File: config.mk
export PLATFORM = sky130hd
export DESIGN_NAME = burst_write_master
export DESIGN_NICKNAME = d
export VERILOG_FILES = /design/src/rtl/burst_write_master.sv
export SDC_FILE = /design/constraint.sdc
export NUM_CORES = 1
export LEC_CHECK = 0
export CAP_MARGIN = 0
export CORE_ASPECT_RATIO = 0.75
export CORE_UTILIZATION = 50
export DETAILED_ROUTE_END_ITERATION = 8
export GPL_ROUTABILITY_DRIVEN = 0
export PLACE_DENSITY = 0.71
export REMOVE_ABC_BUFFERS = 1
export SYNTH_ARGS = -nofsm -noshare
export SYNTH_HDL_FRONTEND = slang
export SYNTH_SLANG_ARGS = --single-unit
File: constraint.sdc
create_clock -name clk -period 3.34 [get_ports clk]
set_input_delay 0.668 -clock clk [delete_from_list [all_inputs] [get_ports clk]]
set_output_delay 0.668 -clock clk [all_outputs]
set_load 0.05 [all_outputs]
File: src/rtl/burst_write_master.sv
// Avalon-MM burst write master: a show-ahead FIFO collects user words, and a three-state FSM
// drains them as bursts of up to MAXBURSTCOUNT beats starting at the programmed word address.
module burst_write_master #(
    parameter int DATAWIDTH       = 32,
    parameter int ADDRESSWIDTH    = 32,
    parameter int MAXBURSTCOUNT   = 8,
    parameter int BURSTCOUNTWIDTH = 4,
    parameter int FIFODEPTH       = 32,
    parameter int FIFODEPTH_LOG2  = 5
) (
    input  logic                       clk,
    input  logic                       reset,
    input  logic                       control_fixed_location,
    input  logic [ADDRESSWIDTH-1:0]    control_write_base,
    input  logic [ADDRESSWIDTH-1:0]    control_write_length,
    input  logic                       control_go,
    output logic                       control_done,
    input  logic                       user_write_buffer,
    input  logic [DATAWIDTH-1:0]       user_buffer_data,
    output logic                       user_buffer_full,
    output logic [FIFODEPTH_LOG2:0]    user_buffer_used,
    output logic [ADDRESSWIDTH-1:0]    master_address,
    output logic                       master_write,
    output logic [DATAWIDTH/8-1:0]     master_byteenable,
    output logic [BURSTCOUNTWIDTH-1:0] master_burstcount,
    output logic [DATAWIDTH-1:0]       master_writedata,
    input  logic                       master_waitrequest
);

    localparam int USEDW = FIFODEPTH_LOG2 + 1;

    typedef enum logic [1:0] {
        IDLE      = 2'd0,
        WAIT_DATA = 2'd1,
        BURST     = 2'd2
    } state_t;

    state_t                     state_q, state_d;
    logic [ADDRESSWIDTH-1:0]    address_q, address_d;
    logic [ADDRESSWIDTH-1:0]    length_q, length_d;
    logic                       fixed_q, fixed_d;
    logic [BURSTCOUNTWIDTH-1:0] burstcount_q, burstcount_d;
    logic [BURSTCOUNTWIDTH-1:0] beats_q, beats_d;
    logic [FIFODEPTH_LOG2-1:0]  wr_ptr_q, wr_ptr_d;
    logic [FIFODEPTH_LOG2-1:0]  rd_ptr_q, rd_ptr_d;
    logic [USEDW-1:0]           used_q, used_d;
    logic [DATAWIDTH-1:0]       mem_q [FIFODEPTH];

    logic                       full_s;
    logic                       push_s;
    logic                       pop_s;
    logic [BURSTCOUNTWIDTH-1:0] burst_len_s;
    logic                       data_ready_s;
    logic [ADDRESSWIDTH-1:0]    length_dec_s;

    assign full_s       = (used_q == USEDW'(FIFODEPTH));
    assign push_s       = user_write_buffer && !full_s;
    assign pop_s        = (state_q == BURST) && !master_waitrequest;
    assign length_dec_s = length_q - ADDRESSWIDTH'(1);
    assign data_ready_s = (used_q >= USEDW'(burst_len_s));

    assign control_done      = (length_q == ADDRESSWIDTH'(0)) && (state_q != BURST);
    assign user_buffer_full  = full_s;
    assign user_buffer_used  = used_q;
    assign master_address    = address_q;
    assign master_write      = (state_q == BURST);
    assign master_byteenable = {(DATAWIDTH/8){1'b1}};
    assign master_burstcount = burstcount_q;
    assign master_writedata  = mem_q[rd_ptr_q];

    // FIFO storage; only the write port is clocked, the head is read combinationally
    always_ff @(posedge clk) begin
        if (push_s) begin
            mem_q[wr_ptr_q] <= user_buffer_data;
        end
    end

    // FIFO pointer and occupancy next-state
    always_comb begin
        wr_ptr_d = wr_ptr_q;
        rd_ptr_d = rd_ptr_q;
        used_d   = used_q;
        if (push_s) begin
            wr_ptr_d = wr_ptr_q + FIFODEPTH_LOG2'(1);
        end else begin
            wr_ptr_d = wr_ptr_q;
        end
        if (pop_s) begin
            rd_ptr_d = rd_ptr_q + FIFODEPTH_LOG2'(1);
        end else begin
            rd_ptr_d = rd_ptr_q;
        end
        case ({push_s, pop_s})
            2'b10:   used_d = used_q + USEDW'(1);
            2'b01:   used_d = used_q - USEDW'(1);
            default: used_d = used_q;
        endcase
    end

    // Burst size for the next burst: clipped to the remaining length, single beats in fixed mode
    always_comb begin
        burst_len_s = BURSTCOUNTWIDTH'(MAXBURSTCOUNT);
        if (fixed_q) begin
            burst_len_s = BURSTCOUNTWIDTH'(1);
        end else if (length_q < ADDRESSWIDTH'(MAXBURSTCOUNT)) begin
            burst_len_s = length_q[BURSTCOUNTWIDTH-1:0];
        end else begin
            burst_len_s = BURSTCOUNTWIDTH'(MAXBURSTCOUNT);
        end
    end

    // Transfer FSM next-state; control_go is only looked at in IDLE
    always_comb begin
        state_d      = state_q;
        address_d    = address_q;
        length_d     = length_q;
        fixed_d      = fixed_q;
        burstcount_d = burstcount_q;
        beats_d      = beats_q;
        case (state_q)
            IDLE: begin
                if (control_go) begin
                    address_d = control_write_base;
                    length_d  = control_write_length;
                    fixed_d   = control_fixed_location;
                    state_d   = (control_write_length != ADDRESSWIDTH'(0)) ? WAIT_DATA : IDLE;
                end else begin
                    state_d = IDLE;
                end
            end
            WAIT_DATA: begin
                if (data_ready_s) begin
                    burstcount_d = burst_len_s;
                    beats_d      = burst_len_s;
                    state_d      = BURST;
                end else begin
                    state_d = WAIT_DATA;
                end
            end
            BURST: begin
                if (!master_waitrequest) begin
                    length_d = length_dec_s;
                    beats_d  = beats_q - BURSTCOUNTWIDTH'(1);
                    if (beats_q == BURSTCOUNTWIDTH'(1)) begin
                        address_d = fixed_q ? address_q
                                            : address_q + ADDRESSWIDTH'(burstcount_q);
                        state_d   = (length_dec_s != ADDRESSWIDTH'(0)) ? WAIT_DATA : IDLE;
                    end else begin
                        state_d = BURST;
                    end
                end else begin
                    state_d = BURST;
                end
            end
            default: begin
                state_d = IDLE;
            end
        endcase
    end

    // State registers with asynchronous clear
    always_ff @(posedge clk or posedge reset) begin
        if (reset) begin
            state_q      <= IDLE;
            address_q    <= '0;
            length_q     <= '0;
            fixed_q      <= 1'b0;
            burstcount_q <= '0;
            beats_q      <= '0;
            wr_ptr_q     <= '0;
            rd_ptr_q     <= '0;
            used_q       <= '0;
        end else begin
            state_q      <= state_d;
            address_q    <= address_d;
            length_q     <= length_d;
            fixed_q      <= fixed_d;
            burstcount_q <= burstcount_d;
            beats_q      <= beats_d;
            wr_ptr_q     <= wr_ptr_d;
            rd_ptr_q     <= rd_ptr_d;
            used_q       <= used_d;
        end
    end

endmodule

==> Word level (Yosys, flattened, before mapping) <==
Memories as Yosys holds them, arrays and structs flattened.
Index checks and enable logic that the tools add are counted.
{ "word_totals": {"regBits": 91, "ramBits": 1024, "n_memories": 1} }
{ "mem_list": {"columns": ["memory", "depth", "word_bits", "rd", "rd_clocked_by_memory_dff", "write_ports", "line", "source"], "rows": [
  ["mem_q", 32, 32, 1, 0, 1, "47", "logic [DATAWIDTH-1:0] mem_q [FIFODEPTH];"]
]} }
{ "op_classes": {"n_addsub": 7, "order_cmp": 2, "eq_ne": 12, "mux": 23, "reduce_logical": 17} }
{ "op_table": {"columns": ["op", "n"], "rows": [
  ["two-way mux 32 bit", 6],
  ["one-hot mux 32 bit (2 select lines)", 2],
  ["nonzero test 32 bit", 2],
  ["adder 32 x 4 -> 32 bit", 1],
  ["zero test 32 bit", 1],
  ["less-than comparator 32 x 4 -> 1 bit (second input constant)", 1],
  ["subtractor 32 x 1 -> 32 bit (second input constant)", 1],
  ["two-way mux 4 bit", 4],
  ["one-hot mux 6 bit (2 select lines)", 1],
  ["adder 5 x 1 -> 5 bit (second input constant)", 2],
  ["inequality test 2 bit (second input constant)", 5],
  ["one-hot mux 4 bit (2 select lines)", 1],
  ["adder 6 x 1 -> 6 bit (second input constant)", 1],
  ["equality test 6 bit (second input constant)", 1],
  [">= comparator 6 x 4 -> 1 bit", 1],
  ["two-way mux 2 bit", 3],
  ["one-hot mux 2 bit (3 select lines)", 1],
  ["AND reduction 3 bit", 2],
  ["nonzero test 2 bit", 3],
  ["subtractor 6 x 1 -> 6 bit (second input constant)", 1],
  ["two-way mux 1 bit", 5],
  ["AND reduction 5 bit", 1],
  ["equality test 2 x 1 -> 1 bit (second input constant)", 2],
  ["equality test 2 bit (second input constant)", 2],
  ["7 further kinds", 11]
]} }

==> Logic depth before layout (Yosys ltp) <==
{ "logic_depth": {"ltp_word": 6, "ltp_mapped": 13, "depth_no_buf": 12} }

==> Worst setup path after synthesis <==
Ideal clock, no wire load.
{ "synth_timing": {"path_type": "register to output", "startpoint": "reg length_q[9]", "endpoint": "out control_done", "t_arrival_ps": 2963, "setup_slack_ps": -291, "stages_incl_launch_ff": 8, "cell_sequence": "dfrtp_1 buf_6 or4_4 or3_1 buf_6 nor4_4 nand2b_1 nor3_1"} }
{ "synth_via": {"elab_chain_len": 2} }
{ "synth_rtl": {"columns": ["element", "line", "source"], "rows": [
  ["start: declaration", "40", "logic [ADDRESSWIDTH-1:0] length_q, length_d;"],
  ["start signal: assignment", "176", "length_q <= length_d;"],
  ["zero test 32 bit", "62", "assign control_done = (length_q == ADDRESSWIDTH'(0)) && (state_q != BURST);"],
  ["logical AND 1 bit", "62", null],
  ["end: declaration", "17", "output logic control_done,"]
]} }
No other way between the ends.

==> Worst setup path after layout <==
{ "layout_timing": {"startpoint": "reg rd_ptr_q[0]", "endpoint": "out master_writedata[18]"} }
{ "layout_via": {"elab_chain_len": 1} }
{ "layout_rtl": {"columns": ["element", "line", "source"], "rows": [
  ["start: declaration", "45", "logic [FIFODEPTH_LOG2-1:0] rd_ptr_q, rd_ptr_d;"],
  ["start signal: assignment", "181", "rd_ptr_q <= rd_ptr_d;"],
  ["memory (32 x 32 bit)", null, null],
  ["end: declaration", "26", "output logic [DATAWIDTH-1:0] master_writedata,"]
]} }
No other way between the ends.

==> results by group <==
Detailed routing
  – Remaining DRCs: 0
  – Vias/cell: 6.31
  – Router iterations before antenna repair: 5
  – DR iter-0 viols: 3113
  – Via count: 24300
  – Post-DR wirelength/cell: 28.8 um
  – Final wirelength: 111000 um
  – Antenna-violating nets left: 0

CTS
  – Clock buffer depth: 3
  – CTS tree: yes
  – Clk root buf: clkbuf_16
  – Reg clk slew, reported paths: 0.07 ns
  – Clock sink count: 1115
  – Clock latency on the worst-skew pair: 0.68 ns
  – Num CTS Buffers: 102
  – Number of H-tree levels: 3

Logic synthesis
  – Library cells used by synthesis: 66
  – Mapped Area: 0.0449 mm^2
  – Seq/Total Area, Yosys: 73.6%
  – Mapped Cells: 2228
  – Async SR Flop Fraction: 8.16%
  – Post-synth top area cell: edfxtp_1
  – Largest family of logic cells by synthesized area: multiplexers
  – Flops & latches, synth: 1115
  – Number of synthesized flops with an enable pin: 1024
  – Share of Yosys cell area claimed by the top area cell type: 68.5%
  – Synthesis Warnings: 0
  – Simple-Gate Fraction of Synth Area: 3.65%
  – XOR/XNOR share of the synthesized area: 0.410%
  – Syn avg cell area: 20.1 um^2
  – Compound-Gate Fraction of Synth Area: 3.17%
  – Adder-Cell Fraction of Synth Area: 0.703%
  – Top cells by area, synth: edfxtp_1 69%, mux4_2 16%, dfrtp_1 5.1%, nor2_1 0.95%, mux2_2 0.85%
  – Mux contribution to synthesized area: 17.0%
  – Top FF cell, synth: edfxtp_1

STA
  – RSZ-0062 raised after global routing: true
  – Achievable Freq: 265 MHz
  – Slack of the critical path: -0.430 ns
  – Final Skew: 0.0384 ns
  – Worst slew pin tran: 1.11 ns
  – Rel. slew slack: 26.0%
  – Final Hold Viols: 0
  – Max-slew violations: 0
  – Final setup viols: 33
  – Tmin final: 3.77 ns
  – Tcrit/Tclk final: 113%

Floorplan
  – Chip Height: 261 um
  – Die width: 348 um
  – Ports: 183
  – DIE AREA: 0.0910 mm^2
  – Initial core utilization: 50.8%
  – Cell row count: 94
  – Core ar.: 0.0883 mm^2

Run
  – Max-cap viol count: 0

Global routing
  – Vias in the first global route: 24500
  – First-pass GRT wire length: 162000 um
  – GRT met2 Usage: 38.9%
  – Remaining global-route overflow: 0
  – Met1 Usage GRT: 35.2%
  – Total GRT Usage: 24.6%
  – Gr busiest metal: met2
  – GR Layer Usage met3: 5.01%
  – Initial antenna violation count: 4
  – Pin count of the biggest net entering global routing: 66

Place
  – HPWL Detailed: 65000 um
  – Input/output buffers: 178
  – Worst slack at placement: -0.122 ns

Cells and area
  – Post-layout nets: 2693
  – Commonest cells after routing, fill and taps aside: 1024 x edfxtp_1, 320 x mux4_2, 143 x clkdlybuf4s50_1, 135 x buf_4, 105 x clkbuf_16
  – Leading cell type in the layout, fill and taps excluded: edfxtp_1
  – Area grow syn2layout: 19.5%
  – Fillers: 6053
  – Util after Layout: 60.7%
  – Share of layout cells above drive strength 1: 29.8%

Worst setup path
  – Worst EP required: 2.67 ns
  – Crit Path Class: reg -> out
  – Critical Path AT: 3.10 ns
  – Critical path fanouts, max: 14
  – Startpoint Class: flip-flop
  – Setup crit end kind: output port

Worst hold path
  – Worst min-delay path class: in -> async

Power and ir drop
  – Pwr dens: 883 mW/mm^2
  – Maximum vdd drop: 0.000772 V
  – Overall Power: 47.3 mW
  – Pleak: 17.4 nW

Status
  – Status: complete, but fails checks
  – Failing checks: negative setup slack
## cell usage after synthesis (18+ instances only)
library cell	number
nor4_1	20
o21ai_0	45
nand3_1	30
nor3_1	21
a21oi_1	65
ha_1	22
mux2_2	34
edfxtp_1	1024
dfrtp_1	91
clkbuf_1	82
o22ai_1	18
buf_2	27
inv_1	24
mux4_2	320
nor2_1	114
nand2_1	64
## registers in the layout, summed over array words and instances (netlist names)
name               count
master_burstcount      4
rd_ptr_q               5
fixed_q                1
master_address        32
user_buffer_used       6
state_q                2
wr_ptr_q               5
length_q              32
beats_q                4
mem_q               1024
## final cells by class
type,count,area [um^2],area share (%)
multi-input combinational,961,11600,21.6
inverter,25,95.1,0.177
clock buffer,129,2740,5.10
tap,1200,1500,2.80
timing repair buffer,362,3940,7.34
clock inverter,63,714,1.33
sequential,1115,33000,61.6
antenna,1,2.50,0.00467
## what timing repair did
| action | 4_1_cts | 5_1_grt |
|---|---|---|
| hold endpoints to repair | 0 | 0 |
| resized for setup | 41 | 36 |
| gates cloned | 1 | 1 |
| endpoints found under the setup margin | 34 | 45 |
| hold buffers | 0 | 0 |
| pin swaps | 4 | 9 |
| buffers inserted | 28 | 10 |
## kinds of logic (layout without fill, tap and decap cells)
logic type               Yosys count  count (layout)
flip-flops                      1115            1115
buffers and inverters            155             579
AO/OA/AOI/OAI                    224             224
other                              1               5
AND/OR/NAND/NOR                  329             329
adder cells (fa/ha/maj)           24              24
multiplexers                     359             359
XOR/XNOR                          21              21
## path summary, 6_finish.rpt
kind / start / endpoint / slack [ns] / cells after the start
min in group clk: user_buffer_used[0] / user_buffer_used[0] / 0.52 / 1
hold reg to reg: user_buffer_used[0] / user_buffer_used[0] / 0.52 / 1
setup reg to reg: length_q[9] / state_q[0] / 0.03 / 11
max in group asynchronous: reset / length_q[16] / 2.14 / 3
hold / removal: reset / state_q[0] / 0.42 / 2
setup / recovery: rd_ptr_q[0] / master_writedata[18] / -0.43 / 6
## layer usage
layer	vias up	routed length [um]	share of wire [%]
met5	-	42	0.038
met1	12800	44600	40
met4	6	2780	2.5
met3	222	10300	9.3
li1	9964	-	-
met2	1378	53400	48
## critical path: stages, from the launching register on
cell,delay [ns]
dfrtp_4,0.47
buf_12,0.20
buf_12,0.20
mux4_2,0.53
mux4_2,0.48
mux2_2,0.31
buf_4,0.21
## where the power goes
group	internal (mW)	switching [mW]	leakage (nW)	total [mW]
combinational	8.20	9.65	5.46	17.8
clock	6.79	5.16	1.67	11.9
sequential	16.6	0.977	10.3	17.5
## per-stage QoR
step / cells / setup TNS (ns) / hold WS, ns / cell area, um^2
2_1_floorplan: 2101 / -396.03 / 0.471 / 44300
3_3_place_gp: 3628 / -0.104 / 0.495 / 49600
3_5_place_dp: 3628 / -0.122 / 0.514 / 49600
4_1_cts: 3849 / -14.14 / 0.399 / 53400
5_1_grt: 3856 / -15.26 / 0.446 / 53600
6_report: 3856 / -12.34 / 0.420 / 53600
Note: power is estimated with default switching activity, not from simulation.
